`config.mk`:
```
export PLATFORM = sky130hd
export DESIGN_NAME = mem_arbiter2_flat
export DESIGN_NICKNAME = d
export VERILOG_FILES = /design/src/rtl/mem_arbiter2_if.sv /design/src/rtl/mem_arbiter2.sv /design/src/flat_wrapper.sv
export SDC_FILE = /design/constraint.sdc
export NUM_CORES = 1
export LEC_CHECK = 0
export ABC_CLOCK_PERIOD_IN_PS = 1800
export BUFFER_PORTS_ARGS = -buffer_cell sky130_fd_sc_hd__buf_2
export CORE_AREA = 2 2 121 123
export CTS_CLUSTER_SIZE = 24
export DETAILED_ROUTE_END_ITERATION = 7
export DIE_AREA = 0 0 123 125
export GPL_ROUTABILITY_DRIVEN = 0
export PLACE_DENSITY = 0.54
export SLEW_MARGIN = 20
export SYNTH_ARGS = -nofsm -noshare
export SYNTH_HDL_FRONTEND = slang
export SYNTH_SLANG_ARGS = --single-unit
```
`constraint.sdc`:
```
create_clock -name clk -period 1.8 [get_ports clk]
set_clock_uncertainty 0.15 [all_clocks]
set_input_delay 0.27 -clock clk [delete_from_list [all_inputs] [get_ports clk]]
set_output_delay 0.27 -clock clk [all_outputs]
set_load 0.02 [all_outputs]
```
`src/rtl/mem_arbiter2_if.sv`:
```
// rtl/mem_arbiter2_if.sv - PicoRV32 native memory interface bundle
interface mem_arbiter2_if;
  logic        valid;
  logic        instr;
  logic [31:0] addr;
  logic [31:0] wdata;
  logic [3:0]  wstrb;
  logic        ready;
  logic [31:0] rdata;

  modport master (
    output valid, instr, addr, wdata, wstrb,
    input  ready, rdata
  );

  modport slave (
    input  valid, instr, addr, wdata, wstrb,
    output ready, rdata
  );
endinterface

```
`src/rtl/mem_arbiter2.sv`:
```
// rtl/mem_arbiter2.sv - two-master round-robin arbiter with per-transaction timeout
module mem_arbiter2 #(
  parameter int unsigned TIMEOUT = 1024
) (
  input  logic           clk,
  input  logic           reset,
  mem_arbiter2_if.slave  m0,
  mem_arbiter2_if.slave  m1,
  mem_arbiter2_if.master mem,
  output logic           err,
  output logic           err_master
);

  typedef enum logic {IDLE, BUSY} state_t;

  localparam logic [15:0] TIMEOUT_CNT = 16'(TIMEOUT);
  localparam logic        TIMEOUT_EN  = (TIMEOUT != 0);

  state_t      state;
  logic        grant;
  logic        prio;
  logic [15:0] wait_cnt;

  logic        busy;
  logic        gnt_valid;
  logic        timeout_hit;
  logic        done;
  logic        forced;
  logic        req_valid;
  logic [31:0] rdata_out;

  always_comb begin
    busy        = (state == BUSY);
    gnt_valid   = grant ? m1.valid : m0.valid;
    timeout_hit = TIMEOUT_EN && (wait_cnt == TIMEOUT_CNT);
    done        = busy && gnt_valid && (mem.ready || timeout_hit);
    // mem_ready wins over the timeout, so a forced completion needs ready low
    forced      = done && !mem.ready;
    req_valid   = busy && gnt_valid;
    rdata_out   = forced ? 32'h0000_0000 : mem.rdata;
  end

  always_comb begin
    mem.valid = req_valid;
    mem.instr = 1'b0;
    mem.addr  = 32'h0000_0000;
    mem.wdata = 32'h0000_0000;
    mem.wstrb = 4'h0;
    if (busy) begin
      mem.instr = grant ? m1.instr : m0.instr;
      mem.addr  = grant ? m1.addr  : m0.addr;
      mem.wdata = grant ? m1.wdata : m0.wdata;
      mem.wstrb = grant ? m1.wstrb : m0.wstrb;
    end
    if (!req_valid) begin
      mem.wstrb = 4'h0;
    end
  end

  always_comb begin
    m0.ready = done && !grant;
    m1.ready = done && grant;
    m0.rdata = (done && !grant) ? rdata_out : 32'h0000_0000;
    m1.rdata = (done && grant)  ? rdata_out : 32'h0000_0000;
  end

  always_ff @(posedge clk) begin
    if (reset) begin
      state      <= IDLE;
      grant      <= 1'b0;
      prio       <= 1'b0;
      wait_cnt   <= 16'h0000;
      err        <= 1'b0;
      err_master <= 1'b0;
    end else begin
      err <= 1'b0;
      case (state)
        IDLE: begin
          if (m0.valid || m1.valid) begin
            grant    <= (m0.valid && m1.valid) ? prio : m1.valid;
            wait_cnt <= 16'h0000;
            state    <= BUSY;
          end
        end
        BUSY: begin
          if (!gnt_valid) begin
            // master abandoned its request: release without ready or fairness update
            state <= IDLE;
          end else if (done) begin
            state <= IDLE;
            prio  <= ~grant;
            if (forced) begin
              err        <= 1'b1;
              err_master <= grant;
            end
          end else if (wait_cnt != 16'hFFFF) begin
            wait_cnt <= wait_cnt + 16'h0001;
          end
        end
        default: state <= IDLE;
      endcase
    end
  end

endmodule

```
`src/flat_wrapper.sv`:
```
// flat-port wrapper written by rule: the top's interface ports become plain ports
module mem_arbiter2_flat 
#(
  parameter int unsigned TIMEOUT = 1024
)
  (clk, reset, err, err_master, m0_valid, m0_instr, m0_addr, m0_wdata, m0_wstrb, m0_ready, m0_rdata, m1_valid, m1_instr, m1_addr, m1_wdata, m1_wstrb, m1_ready, m1_rdata, mem_valid, mem_instr, mem_addr, mem_wdata, mem_wstrb, mem_ready, mem_rdata);
  mem_arbiter2_if m0_i ();
  mem_arbiter2_if m1_i ();
  mem_arbiter2_if mem_i ();
  input  logic clk;
  input  logic reset;
  output logic err;
  output logic err_master;
  input wire logic [$bits(m0_i.valid)-1:0] m0_valid;
  input wire logic [$bits(m0_i.instr)-1:0] m0_instr;
  input wire logic [$bits(m0_i.addr)-1:0] m0_addr;
  input wire logic [$bits(m0_i.wdata)-1:0] m0_wdata;
  input wire logic [$bits(m0_i.wstrb)-1:0] m0_wstrb;
  output wire logic [$bits(m0_i.ready)-1:0] m0_ready;
  output wire logic [$bits(m0_i.rdata)-1:0] m0_rdata;
  input wire logic [$bits(m1_i.valid)-1:0] m1_valid;
  input wire logic [$bits(m1_i.instr)-1:0] m1_instr;
  input wire logic [$bits(m1_i.addr)-1:0] m1_addr;
  input wire logic [$bits(m1_i.wdata)-1:0] m1_wdata;
  input wire logic [$bits(m1_i.wstrb)-1:0] m1_wstrb;
  output wire logic [$bits(m1_i.ready)-1:0] m1_ready;
  output wire logic [$bits(m1_i.rdata)-1:0] m1_rdata;
  output wire logic [$bits(mem_i.valid)-1:0] mem_valid;
  output wire logic [$bits(mem_i.instr)-1:0] mem_instr;
  output wire logic [$bits(mem_i.addr)-1:0] mem_addr;
  output wire logic [$bits(mem_i.wdata)-1:0] mem_wdata;
  output wire logic [$bits(mem_i.wstrb)-1:0] mem_wstrb;
  input wire logic [$bits(mem_i.ready)-1:0] mem_ready;
  input wire logic [$bits(mem_i.rdata)-1:0] mem_rdata;
  assign m0_i.valid = m0_valid;
  assign m0_i.instr = m0_instr;
  assign m0_i.addr = m0_addr;
  assign m0_i.wdata = m0_wdata;
  assign m0_i.wstrb = m0_wstrb;
  assign m0_ready = m0_i.ready;
  assign m0_rdata = m0_i.rdata;
  assign m1_i.valid = m1_valid;
  assign m1_i.instr = m1_instr;
  assign m1_i.addr = m1_addr;
  assign m1_i.wdata = m1_wdata;
  assign m1_i.wstrb = m1_wstrb;
  assign m1_ready = m1_i.ready;
  assign m1_rdata = m1_i.rdata;
  assign mem_valid = mem_i.valid;
  assign mem_instr = mem_i.instr;
  assign mem_addr = mem_i.addr;
  assign mem_wdata = mem_i.wdata;
  assign mem_wstrb = mem_i.wstrb;
  assign mem_i.ready = mem_ready;
  assign mem_i.rdata = mem_rdata;
  mem_arbiter2 #(.TIMEOUT(TIMEOUT)) u_core (.clk(clk), .reset(reset), .m0(m0_i), .m1(m1_i), .mem(mem_i), .err(err), .err_master(err_master));
endmodule
```
## After elaboration in Yosys (flattened, before gate mapping)

Index checks and enable logic that the tools add are counted.

- Flip-flop bits (word level): 21
- Input port bits: 175
- Output and inout bits: 138
- Word-level logic and storage cells: 56

- Add/subtract/negate cells: 1
- Eq/ne operators: 6
- Multiplexer cells: 24
- Bitwise gates (word level): 4
- Reductions and logical operators: 15

Operators with widths:

| cell | number |
|---|---|
| $mux W32 | 7 |
| $mux W16 | 4 |
| $pmux W16 S2 | 1 |
| $add A16 B1 Y16 const B | 1 |
| $eq A16 B11 Y1 const B | 1 |
| $ne A16 B16 Y1 const B | 1 |
| $mux W4 | 3 |
| $mux W1 | 8 |
| $reduce_and A4 Y1 | 2 |
| $logic_and A1 B1 Y1 | 6 |
| $ne A2 B2 Y1 const B | 3 |
| $not A1 Y1 | 4 |
| $reduce_or A4 Y1 | 1 |
| $reduce_and A3 Y1 | 1 |
| $logic_not A1 Y1 | 2 |
| $logic_or A1 B1 Y1 | 2 |
| $ne A2 B1 Y1 const B | 1 |
| $pmux W1 S2 | 1 |
| $reduce_and A2 Y1 | 1 |

## Depth between registers and ports, before layout

- Depth in word-level cells: 6
- Depth in mapped cells: 8

## Worst setup path before layout

OpenSTA, ideal clock, no wires.

- Kind: reg2out
- Start point: reg u_core.wait_cnt[0]
- End point: out m0_ready
- Arrival time: 1.519 ns
- Data required time: 1.380 ns
- Setup slack: -0.139 ns
- Stages on the path, launching flop included: 7
- Path buffers: 0
- Cells stage by stage: dfxtp_1 inv_1 ha_1 nor4b_1 nand4_2 a21oi_1 and2_1

- Longest elaborated chain between the ends: 4

RTL lines:

| what | RTL line | text |
|---|---|---|
| from (decl) | mem_arbiter2.sv:22 | `logic [15:0] wait_cnt;` |
| from (signal assigned) | mem_arbiter2.sv:97 | `wait_cnt <= wait_cnt + 16'h0001;` |
| $eq A16 B11 Y1 | mem_arbiter2.sv:35 | `timeout_hit = TIMEOUT_EN && (wait_cnt == TIMEOUT_CNT);` |
| $logic_or A1 B1 Y1 | mem_arbiter2.sv:36 | `done = busy && gnt_valid && (mem.ready \|\| timeout_hit);` |
| $logic_and A1 B1 Y1 | mem_arbiter2.sv:36 |  |
| $logic_and A1 B1 Y1 | mem_arbiter2.sv:61 | `m0.ready = done && !grant;` |
| to (decl) | flat_wrapper.sv:19 | `output wire logic [$bits(m0_i.ready)-1:0] m0_ready;` |

Every way passes these cells.

## Worst setup path in the final report

- Start point: reg u_core.grant
- End point: out m0_rdata[21]

- Longest elaborated chain between the ends: 6

RTL lines:

| what | RTL line | text |
|---|---|---|
| from (decl) | mem_arbiter2.sv:20 | `logic grant;` |
| from (signal assigned) | mem_arbiter2.sv:80 | `grant <= (m0.valid && m1.valid) ? prio : m1.valid;` |
| $mux W1 | mem_arbiter2.sv:34 | `gnt_valid = grant ? m1.valid : m0.valid;` |
| $logic_and A1 B1 Y1 (2 in a row) | mem_arbiter2.sv:36 |  |
| $logic_and A1 B1 Y1 | mem_arbiter2.sv:38 | `forced = done && !mem.ready;` |
| $mux W32 | mem_arbiter2.sv:40 | `rdata_out = forced ? 32'h0000_0000 : mem.rdata;` |
| $mux W32 (*) | mem_arbiter2.sv:63 | `m0.rdata = (done && !grant) ? rdata_out : 32'h0000_0000;` |
| to (decl) | flat_wrapper.sv:20 | `output wire logic [$bits(m0_i.rdata)-1:0] m0_rdata;` |

Mark *: on every way between the ends. The rest lies on a longest branch, timed or not.

==> results.md <==
### Timing
* **remaining max-slew budget at the tightest pin** 71.28%
* **Peak Freq** 478.2 MHz
* **total of endpoints with negative setup slack in the final report** 146
* **time the worst path needs with I/O delays and setup** 2.091 ns
* **portion of the clock cycle consumed by the worst path in the final layout** 116.2%
* **Worst Setup Slack, final** -0.2912 ns
* **RSZ-0062 raised after global routing** true
* **Final Hold Vio Count** 0
* **Post-Route Hold Slack** 0.2791 ns
* **final max-slew violation count** 0
* **Least-Margin Pin Slew** 0.4308 ns

### Detailed routing
* **violation count after the first detailed-routing iteration** 140
* **DRC** 0
* **detailed-route vias per instance** 4.565
* **met2 routed wirelength** 10,060 um
* **final antenna-violating net count** 0
* **Routed met1 length** 5810 um
* **first drt pass iteration count** 4
* **routed length on met3** 759 um
* **average detailed-routed wire length per instance** 18.71 um
* **post-detailed-routing wire length** 17,350 um
* **routed via count** 4,232
* **Top Layer Used** met4

### Clock tree
* **number of sinks handled by clock tree synthesis** 21
* **H-tree level count** 1
* **clock buffers created by TritonCTS** 3
* **clk_lat worst skew** 0.26 ns
* **TritonCTS clock tree** yes
* **hold-fix buffer count after cts** 0
* **clk buf depth** 2
* **register clock-pin slew on the reported worst setup and hold paths** 0.06 ns
* **Root Driver** clkbuf_16

### GRT
* **maximum number of pins on one net before global-route repair** 65
* **total routing resource utilization after global routing** 19.99%
* **remaining global-route overflow** 0
* **number of antenna violations at the first check in global routing** 0
* **first-pass GRT wire length** 23,040 um
* **number of global-route vias before repair** 4,020

### Place
* **area of placed instances** 4887 sq um
* **detailed placement HPWL** 13,440 um
* **count of input and output buffers** 312
* **worst slack at placement** -0.1675 ns

### Logic synthesis
* **predominant post-synthesis flop cell** dfxtp_1
* **Distinct cells, synth** 47
* **synthesis-stage register bit count** 21
* **synthesis warning total** 0
* **mean instance size in the synthesized netlist** 7.270 sq um
* **summed instance area of the synthesized netlist** 2646 sq um
* **part of the Yosys area used for sequential elements** 15.89%
* **Synthesized Nets** 541
* **number of flops mapped to enable cells by yosys** 0
* **Post-Synthesis Cells** 364
* **share of async-settable or async-resettable flops after synthesis** 0%

### Finish
* **fraction of final layout cells with drive strength greater than 1** 74.56%
* **count of nets after finishing** 921
* **diode insertion count for antenna repair** 0
* **total non-filler cell area in the finished layout** 6560 sq um
* **Area Overhead vs Synth** 147.9%

### Worst setup path
* **launching element type of the critical path** flop
* **critical path capture point type** output port
* **CP Data Required Time** 1.38 ns
* **type of the worst setup path** reg -> out
* **CP Max Fanout** 32
* **data arrival time of the critical path** 1.67 ns
* **critical path's largest stage delay** 0.39 ns
* **Worst R2R Path Depth** 8
* **cell with the largest stage delay on the worst path** dfxtp_4
* **critical path, cell by cell** mux2i_4 -> nand2b_4 -> nor3_4 -> buf_12 -> and2_2 -> buf_2

### Floorplan
* **effective utilization at floorplan** 18.63%
* **DIE HEIGHT** 125 um
* **width of the chip** 123 um
* **DIE AREA** 15,380 sq um
* **core footprint** 14,200 sq um
* **standard-cell rows** 44
* **boundary pin count** 313

### Power and ir drop
* **Leakage** 3.186 nW
* **worst ir drop on vdd** 0.0003061 V
* **pwr dens** 353.1 nW/um^2

### Run
* **Max-cap violations** 0

### Run status
* **violations in the final reports** negative setup slack
* **result of the run** finished, violations left

### Hold path
* **hold-critical path depth** 2
* **type of the tightest min-delay check** in -> reg

[per-layer routing]
metal,up-vias,track usage [%]
met2,175,41.66
met3,28,1.369
li1,2031,-
met5,-,0
met4,0,6.952
met1,1998,19.92
[sequential cells by signal, summed over array words and instances, names as in the netlist]
register	flops
u_core.prio	1
u_core.grant	1
u_core.busy	1
u_core.wait_cnt	16
u_core.err	1
u_core.err_master	1
[cells in the final DEF, fill, tap and decap left out, drive strengths merged, types with 5 or more instances in the layout]
cell type	count
buf	398
a31oi	5
nand3	11
a21oi	8
inv	10
mux2i	72
o41ai	6
o211ai	5
nand2	8
nor3	5
nor2	72
nand4	5
dfxtp	21
and2	67
o21ai	6
clkbuf	9
[worst max-delay path, delay by kind of cell (launching register included)]
family                 cells  cell delay [ns]
buffers and inverters      2             0.31
DFF                        1             0.39
muxes                      1             0.25
and+or+nand+nor            3             0.45
[path summary, 6_finish.rpt]
check | startpoint | to | slack, ns
max | u_core.grant | m0_rdata[21] | -0.29
min | reset | u_core.err_master | 0.28
max reg2reg | u_core.wait_cnt[4] | u_core.wait_cnt[7] | -0.25
min reg2reg | u_core.wait_cnt[6] | u_core.wait_cnt[6] | 0.36
[stage by stage]
stage / power (W) / std cells / utilization [%] / setup TNS (ns)
2_1_floorplan: 0.0009694 / 364 / - / -0.7261
3_3_place_gp: 0.001479 / 889 / 34.41 / -5.715
3_5_place_dp: 0.001480 / 889 / 34.41 / -6.940
4_1_cts: 0.002078 / 903 / 39.41 / -22.27
5_1_grt: 0.002415 / 927 / 46.19 / -34.55
6_report: 0.002316 / 927 / 46.19 / -27.07
[cell usage after synthesis, types with 2 or more instances]
master	n	share of area, %
mux2i_1	72	27
nor2_1	72	10
and2_1	67	16
dfxtp_1	21	16
clkbuf_1	12	1.7
buf_2	10	1.9
nand3_1	10	1.9
inv_1	9	1.3
a21oi_1	8	1.5
nand2_1	8	1.1
o41ai_1	6	2.0
a31oi_1	5	1.2
buf_1	5	0.71
o211ai_1	5	1.4
nand4_1	4	0.95
o21ai_0	4	0.76
nand2b_1	3	0.71
nor3_2	3	1.1
nor4_1	3	0.71
or4_1	3	0.85
and3_1	2	0.47
and4_1	2	0.66
ha_1	2	0.95
o211a_1	2	0.76
o21ai_1	2	0.38
o311ai_0	2	0.66
or3_1	2	0.47
[cell type report]
class | count | area [sq um]
clock buffers | 3 | 75.07
clock inverters | 1 | 5.005
fillers | 1420 | 7644
inverters | 10 | 37.54
multi-input cells | 304 | 2648
flip-flops and latches | 21 | 435.4
well taps | 184 | 230.2
repair buffers | 404 | 3129
[cell families after synthesis]
logic type / count (synthesis) / synth area share [%]
multiplexers: 72 / 27.23
adder cells (fa/ha/maj): 2 / 0.9455
buffers and inverters: 39 / 6.430
flip-flops: 21 / 15.89
AND/OR/NAND/NOR: 191 / 39.34
AO/OA/AOI/OAI: 39 / 10.17
[report_power, final]
group / switching, W / internal, W / total (W)
clock network: 0.000196 / 0.000299 / 0.000496
logic: 0.000673 / 0.000672 / 0.00134
registers: 0.00000712 / 0.000469 / 0.000476
total: 0.000877 / 0.00144 / 0.00232
[repair_timing]
item | in CTS | in global routing
pin swaps | 4 | 33
resized for setup | 154 | 207
endpoints found under the setup margin | 152 | 156
cloned | 2 | 7
setup buffers | 8 | 21
No activity file was read; power rests on OpenSTA's default activity.
